File: config.mk
export PLATFORM = sky130hd
export DESIGN_NAME = spi_slave
export DESIGN_NICKNAME = d
export VERILOG_FILES = /design/src/rtl/spi_slave.sv
export SDC_FILE = /design/constraint.sdc
export NUM_CORES = 1
export LEC_CHECK = 0
export CAP_MARGIN = 20
export CORE_UTILIZATION = 42
export DETAILED_ROUTE_END_ITERATION = 12
export HOLD_SLACK_MARGIN = 0.06
export PLACE_DENSITY = 0.74
export SYNTH_ARGS = -nofsm -noshare
export SYNTH_HDL_FRONTEND = slang
export SYNTH_SLANG_ARGS = --single-unit
File: constraint.sdc
create_clock -name clk -period 4.34 [get_ports clk]
set_clock_uncertainty 0.05 [all_clocks]
set_input_delay 0.868 -clock clk [delete_from_list [all_inputs] [get_ports clk]]
set_output_delay 0.868 -clock clk [all_outputs]
set_load 0.05 [all_outputs]
File: src/rtl/spi_slave.sv
// spi_slave: SPI mode-0 (CPOL=0, CPHA=0) slave, MSB first, full duplex.
//   CS, SCLK and MOSI are oversampled in the clk domain, so no flop is clocked by SCLK.
//   A byte arrives on MOSI and is handed to local logic with a one-cycle rx_valid strobe.
//   Local logic supplies the reply word through a valid/ready TX holding register.
// Ports:
//   clk, rst              system clock; asynchronous active-high reset
//   CS, SCLK, MOSI        SPI inputs from the master (CS active low, SCLK idle low)
//   MISO                  SPI output to the master
//   tx_data/tx_valid      next reply word offered by local logic
//   tx_ready              holding register is empty and can take a word
//   rx_data/rx_valid      last complete received word, plus its update strobe
//   tx_underrun           strobe: a word was loaded while the holding register was empty (0x00 sent)
//   frame_abort           strobe: CS rose part-way through a word
module spi_slave #(
  parameter int DATA_W      = 8,
  parameter int SYNC_STAGES = 2
) (
  input  logic              clk,
  input  logic              rst,
  input  logic              CS,
  input  logic              SCLK,
  input  logic              MOSI,
  output logic              MISO,
  input  logic [DATA_W-1:0] tx_data,
  input  logic              tx_valid,
  output logic              tx_ready,
  output logic [DATA_W-1:0] rx_data,
  output logic              rx_valid,
  output logic              tx_underrun,
  output logic              frame_abort
);

  localparam int CNT_W = (DATA_W > 2) ? $clog2(DATA_W) : 1;
  localparam logic [CNT_W-1:0] LAST_BIT = CNT_W'(DATA_W - 1);

  typedef enum logic [1:0] {
    IDLE  = 2'd0,
    LOAD  = 2'd1,
    SHIFT = 2'd2
  } state_t;

  state_t                   state_r, state_n;
  logic [SYNC_STAGES-1:0]   cs_sync_r, sclk_sync_r, mosi_sync_r;
  logic                     cs_hist_r, sclk_hist_r;
  logic                     cs_s, sclk_s, mosi_s;
  logic                     cs_fall_s, cs_rise_s, sclk_rise_s, sclk_fall_s;
  logic [CNT_W-1:0]         bit_cnt_r;
  logic [DATA_W-2:0]        rx_shift_r;
  logic [DATA_W-1:0]        rx_next_s;
  logic [DATA_W-1:0]        tx_shift_r;
  logic [DATA_W-1:0]        hold_r;
  logic [DATA_W-1:0]        word_s;
  logic                     tx_ready_r, miso_r, rx_valid_r, tx_underrun_r, frame_abort_r;
  logic [DATA_W-1:0]        rx_data_r;
  logic                     load_s, accept_s;

  // Input synchronisers plus one history flop per edge-detected signal.
  always_ff @(posedge clk or posedge rst) begin
    if (rst) begin
      cs_sync_r   <= '1;
      sclk_sync_r <= '0;
      mosi_sync_r <= '0;
      cs_hist_r   <= 1'b1;
      sclk_hist_r <= 1'b0;
    end else begin
      cs_sync_r   <= {cs_sync_r[SYNC_STAGES-2:0], CS};
      sclk_sync_r <= {sclk_sync_r[SYNC_STAGES-2:0], SCLK};
      mosi_sync_r <= {mosi_sync_r[SYNC_STAGES-2:0], MOSI};
      cs_hist_r   <= cs_sync_r[SYNC_STAGES-1];
      sclk_hist_r <= sclk_sync_r[SYNC_STAGES-1];
    end
  end

  assign cs_s        = cs_sync_r[SYNC_STAGES-1];
  assign sclk_s      = sclk_sync_r[SYNC_STAGES-1];
  assign mosi_s      = mosi_sync_r[SYNC_STAGES-1];
  assign cs_fall_s   = cs_hist_r & ~cs_s;
  assign cs_rise_s   = ~cs_hist_r & cs_s;
  assign sclk_rise_s = ~sclk_hist_r & sclk_s;
  assign sclk_fall_s = sclk_hist_r & ~sclk_s;

  // Load strobe, reply-word selection and the TX handshake.
  // A boundary load needs CS still low; a CS rise in the same cycle ends the frame instead.
  always_comb begin
    load_s    = 1'b0;
    accept_s  = tx_valid & tx_ready_r;
    word_s    = tx_ready_r ? '0 : hold_r;
    rx_next_s = {rx_shift_r, mosi_s};
    if (cs_rise_s) begin
      load_s = 1'b0;
    end else if (state_r == LOAD) begin
      load_s = 1'b1;
    end else if ((state_r == SHIFT) && sclk_fall_s && (bit_cnt_r == '0)) begin
      load_s = 1'b1;
    end else begin
      load_s = 1'b0;
    end
  end

  // FSM state register.
  always_ff @(posedge clk or posedge rst) begin
    if (rst) begin
      state_r <= IDLE;
    end else begin
      state_r <= state_n;
    end
  end

  // FSM next-state logic.
  always_comb begin
    state_n = state_r;
    case (state_r)
      IDLE: begin
        if (cs_fall_s) state_n = LOAD;
        else           state_n = IDLE;
      end
      LOAD: begin
        if (cs_rise_s) state_n = IDLE;
        else           state_n = SHIFT;
      end
      SHIFT: begin
        if (cs_rise_s) state_n = IDLE;
        else           state_n = SHIFT;
      end
      default: state_n = IDLE;
    endcase
  end

  // TX holding register: a same-cycle accept wins over the load, so tx_ready stays low.
  always_ff @(posedge clk or posedge rst) begin
    if (rst) begin
      hold_r        <= '0;
      tx_ready_r    <= 1'b1;
      tx_underrun_r <= 1'b0;
    end else begin
      tx_underrun_r <= load_s & tx_ready_r;
      if (accept_s) begin
        hold_r     <= tx_data;
        tx_ready_r <= 1'b0;
      end else if (load_s) begin
        tx_ready_r <= 1'b1;
      end else begin
        tx_ready_r <= tx_ready_r;
      end
    end
  end

  // Shift datapath: RX assembly on SCLK rise, TX shift or word load on SCLK fall.
  always_ff @(posedge clk or posedge rst) begin
    if (rst) begin
      bit_cnt_r     <= '0;
      rx_shift_r    <= '0;
      tx_shift_r    <= '0;
      rx_data_r     <= '0;
      miso_r        <= 1'b0;
      rx_valid_r    <= 1'b0;
      frame_abort_r <= 1'b0;
    end else begin
      rx_valid_r    <= 1'b0;
      frame_abort_r <= 1'b0;
      case (state_r)
        IDLE: begin
          miso_r    <= 1'b0;
          bit_cnt_r <= '0;
        end
        LOAD: begin
          if (load_s) begin
            tx_shift_r <= word_s;
            miso_r     <= word_s[DATA_W-1];
          end else begin
            miso_r <= 1'b0;
          end
        end
        SHIFT: begin
          if (cs_rise_s) begin
            // Partial word is dropped; rx_data keeps the last complete word.
            frame_abort_r <= (bit_cnt_r != '0);
            bit_cnt_r     <= '0;
            miso_r        <= 1'b0;
          end else if (sclk_rise_s) begin
            rx_shift_r <= rx_next_s[DATA_W-2:0];
            if (bit_cnt_r == LAST_BIT) begin
              rx_data_r  <= rx_next_s;
              rx_valid_r <= 1'b1;
              bit_cnt_r  <= '0;
            end else begin
              bit_cnt_r <= bit_cnt_r + CNT_W'(1);
            end
          end else if (sclk_fall_s) begin
            if (load_s) begin
              tx_shift_r <= word_s;
              miso_r     <= word_s[DATA_W-1];
            end else begin
              tx_shift_r <= tx_shift_r << 1;
              miso_r     <= tx_shift_r[DATA_W-2];
            end
          end else begin
            bit_cnt_r <= bit_cnt_r;
          end
        end
        default: begin
          miso_r    <= 1'b0;
          bit_cnt_r <= '0;
        end
      endcase
    end
  end

  assign MISO        = miso_r;
  assign tx_ready    = tx_ready_r;
  assign rx_data     = rx_data_r;
  assign rx_valid    = rx_valid_r;
  assign tx_underrun = tx_underrun_r;
  assign frame_abort = frame_abort_r;

endmodule
Yosys cells after proc, flatten, opt, wreduce, memory -nomap -nowiden --
Index checks and enable logic that the tools add are counted.
Word-level totals: output and inout bits 13, bits of input ports 14, register bits 48, word-level logic and storage cells 83
Cells by class: bitwise logic cells 12, mux-type cells 31, reduce and logical (&&, ||, !) cells 13, add/subtract/negate cells 1, equal/unequal tests 10
Operators with widths (number):
- two-way mux 7 bit | 5
- two-way mux 1 bit | 17
- case mux 7 bit (2 select lines) | 1
- two-way mux 3 bit | 3
- inequality test 3 bit, second input constant | 3
- two-way mux 8 bit | 1
- inequality test 2 bit, second input constant | 4
- AND 1 bit | 6
- NOT 1 bit | 6
- case mux 3 bit (2 select lines) | 1
- AND reduction 5 bit | 1
- case mux 2 bit (2 select lines) | 1
- AND reduction 2 bit | 2
- AND reduction 4 bit | 1
- nonzero test 2 bit | 2
- adder 3 x 1 -> 3 bit, second input constant | 1
- equality test 3 bit, second input constant | 1
- zero test 3 bit | 1
- AND reduction 3 bit | 1
- nonzero test 3 bit | 1
- equality test 2 x 1 -> 1 bit, second input constant | 1
- equality test 2 bit, second input constant | 1
- logical AND 1 bit | 2
- zero test 2 bit | 1
- 3 further kinds | 3

Longest topological paths before layout --
depth after elaboration 12, mapped depth 8, gate-level depth less buffers 6

Least setup slack after synthesis --
OpenSTA, ideal clock, no wires.
kind flip-flop to output port, start point reg tx_ready_r (netlist: tx_ready), end point out tx_ready, slack 2746 ps, data required time 3422 ps, stages on the path, launching flop included 1, data arrival time 676 ps, path buffers 0, path through dfstp_2
RTL lines:
- start: declaration | line 53 | logic tx_ready_r, miso_r, rx_valid_r, tx_underrun_r, frame_abort_r;
- start signal: assignment | line 143 | tx_ready_r <= tx_ready_r;
- end: declaration | line 26 | output logic tx_ready,
No word-level cell between the ends.

Worst setup path in the final report --
start point reg tx_ready_r (netlist: tx_ready), end point out tx_ready
No word-level cell between the ends.

==> out/results.tsv <==
stage	metric	value	unit
final_layout	nets	212	
setup_path	path_class	flop to primary output	
clock_tree	cts_buffers	5	
setup_path	cp_max_fo	14	
sta	max_freq	0.371	GHz
power_and_ir_drop	vdd.ir_drop.worst	0.281	mV
clock_tree	clock_sinks	48	
grt	grt_max_degree	49	
setup_path	cp_top_family	buffers and inverters	
placed_design	placed_area	0.00239	sq mm
synthesis	synth.avg_cell_area	12.9	sq um
power_and_ir_drop	switchingPower	396	uW
placed_design	port_buffers	26	
setup_path	rr_endpoint	tx_shift_r[0]$_DFFE_PP0P_	
setup_path	endpoint_kind	primary output	
floorplan	start_util	0.438	
power_and_ir_drop	total_leakage_power	1.11	nW
setup_path	critPathLaunchType	flop	
placed_design	globalplace.congestion	0.762	
route	drc	0	
setup_path	r2r-start	state_r[0]$_DFF_PP0_	
route	drtIter0Drc	53	
min_path	hp-class	flop to flop	
final_layout	num_antenna_cells	0	
placed_design	hpwl	2.31	mm
sta	worst_pin_slew	0.644	ns
sta	setup_violations	0	
power_and_ir_drop	comb_power_share	0.293	
floorplan	placementRows	25	
job	drv_cap	0	
synthesis	synth_nets	183	
synthesis	synth_cells	162	
synthesis	synthFlopType	dfrtp_1	
floorplan	die_area	0.00524	sq mm
synthesis	synth_most_common_cell	dfrtp_1	
final_layout	finalInstanceArea	0.00249	sq mm
setup_path	crit_buf_inv	1	
sta	relSlewSlack	0.571	
sta	min_period_over_period	0.621	
min_path	hp-start	mosi_sync_r[0]$_DFF_PP0_	
route	wire_per_inst	12.9	um
final_layout	syn_to_final_growth	19.6	%
power_and_ir_drop	p_per_area	498	mW/mm^2
route	final_antenna_net_count	0	
sta	rsz0062_at_grt	false	
floorplan	core_area	0.00475	sq mm
synthesis	synth.distinct_cells	34	
clock_tree	ctsResizeCount	0	
synthesis	ys_top_cells_by_area	dfrtp_1, mux2_2, dfstp_2	
sta	fin_crit	2.70	ns
status	status	complete, no violations	
setup_path	worstPathRequired	3.42	ns
final_layout	drive_above_1_share	0.219	
setup_path	rr_worst_depth	6	
power_and_ir_drop	finalPower	1.24	mW
power_and_ir_drop	pwr-share-clk	0.199	
synthesis	yosysWarnings	0	
final_layout	fill_cells	444	
route	vias	1287	
grt	grt_pass1_wl	5.53	mm
setup_path	path_cells	clkdlybuf4s50_1	
clock_tree	clock_path_buffers	2	
min_path	min_to	mosi_sync_r[1]$_DFF_PP0_	
synthesis	synth_area	0.00208	sq mm
grt	antenna_found_initial	0	
clock_tree	cts_hold_buf	0	
power_and_ir_drop	intPower	844	uW
synthesis	yosysSeqAreaShare	0.579	
sta	drv_slew	0	
grt	grt_pass1_vias	1167	
setup_path	arrival	1.78	ns
clock_tree	ctsRootBufferMaster	clkbuf_8	
clock_tree	postCtsSetupBuffers	0	
synthesis	yosys_register_bits	48	
route	via_per_inst	4.97	
route	route.final.wire_length	3.33	mm
synthesis	synth_area_leader_cell	dfrtp_1	
synthesis	synth_edf_count	0	
floorplan	dieHeight	72.4	um
clock_tree	clkLatencyLatePin	0.30	ns
sta	fin_hold_ws	0.308	ns
synthesis	async_flop_share	1.00	
clock_tree	path_clk_slew	0.08	ns
placed_design	dp.cells	250	
setup_path	critPathMaxStageDelay	0.83	ns
setup_path	reg2reg_slack	2.23	ns
synthesis	ys_top_cells_by_count	dfrtp_1, mux2_2, a21oi_1	
grt	grt_overflow	0	
power_and_ir_drop	sequentialPowerShare	0.507	
sta	hold_violations	0	
setup_path	slowest_stage	clkdlybuf4s50_1	
clock_tree	htree_levels	2	
floorplan	io_pins	27	
min_path	whs_path_depth	0	
clock_tree	tritoncts	yes	
route	drt_first_pass_iters	4	
sta	fin_tns_setup	0	ns
grt	grt_usage	0.143	
final_layout	fin_cells	259	
power_and_ir_drop	swShare	0.320	
synthesis	synth_top_area_frac	0.529	
floorplan	die_w	72.4	um
## worst reg2reg max path, cell delays in order (launching register included)
cell and delay [ns]:
dfrtp_1 0.40, inv_1 0.08, ha_1 0.57, nand3b_1 0.22, a21oi_4 0.38, nor2b_1 0.09
a41o_1 0.21
## cell usage in the layout, fill, tap and decap left out, drive strengths merged, types with 2 or more instances in the layout
cell type and n:
a31oi 6, a21oi 15, nand2b 10, dfstp 4
nor2 10, a22o 3, clkdlybuf4s50 26, o21ai 2
nand2 6, nor2b 2, inv 8, dfrtp 44
clkbuf 7, o31ai 2, ha 7, nand3b 2
mux2 23, and2b 2
## state kept, by name (all words and copies together), names as in the netlist, 2 cells and up
register,count
rx_shift_r,7
tx_shift_r,7
rx_data,8
hold_r,8
sclk_sync_r,2
cs_sync_r,2
mosi_sync_r,2
state_r,2
bit_cnt_r,3
## through the flow
| step | setup WS [ns] | util |
|---|---|---|
| 6_report | 1.64 | 0.524 |
| 5_1_grt | 1.59 | 0.524 |
| 2_1_floorplan | 2.28 | - |
| 3_3_place_gp | 1.99 | 0.502 |
| 4_1_cts | 1.64 | 0.519 |
| 3_5_place_dp | 1.97 | 0.502 |
## cell type report
type | instances | area [sq um] | area share
Sequential cell | 48 | 1210 | 0.484
Multi-Input combinational cell | 101 | 808 | 0.325
Timing Repair Buffer | 27 | 280 | 0.113
Tap cell | 67 | 83.8 | 0.0337
Clock buffer | 7 | 76.3 | 0.0307
Inverter | 8 | 30.0 | 0.0121
Clock inverter | 1 | 5.00 | 0.00201
## power groups by stage
stage / clock network (mW) / registers [mW] / logic (mW)
6_report: 0.247 / 0.629 / 0.364
5_1_grt: 0.273 / 0.644 / 0.406
4_1_cts: 0.259 / 0.628 / 0.364
3_5_place_dp: 0 / 0.637 / 0.362
3_3_place_gp: 0 / 0.632 / 0.351
2_1_floorplan: 0 / 0.630 / 0.290
## worst max path at each step
stage                                    start          endpoint  slack (ns)  cells after the start
final                     tx_ready$_DFFE_PP1P_          tx_ready        1.64                      1
after global routing      tx_ready$_DFFE_PP1P_          tx_ready        1.59                      1
after CTS                 tx_ready$_DFFE_PP1P_          tx_ready        1.64                      1
after detailed placement  tx_ready$_DFFE_PP1P_          tx_ready        1.97                      1
after global placement    tx_ready$_DFFE_PP1P_          tx_ready        1.99                      1
after floorplan                            rst  MISO$_DFFE_PP0P_        2.28                      1
## cell families (layout without fill, tap and decap cells)
family / Yosys count / in the layout / synth area share
adders and majority gates: 7 / 7 / 0.0421
AOI/OAI and AO/OA: 31 / 31 / 0.0956
DFF: 48 / 48 / 0.579
and+or+nand+nor: 40 / 40 / 0.126
buffers and inverters: 13 / 43 / 0.0324
muxes: 23 / 23 / 0.124
## per-layer routing
layer  part of all wire  global-route usage
met1               0.50               0.201
met3              0.035              0.0431
met4              0.023              0.0784
met2               0.44               0.196
met5                  0                   0
(Power assumes the default switching activity.)
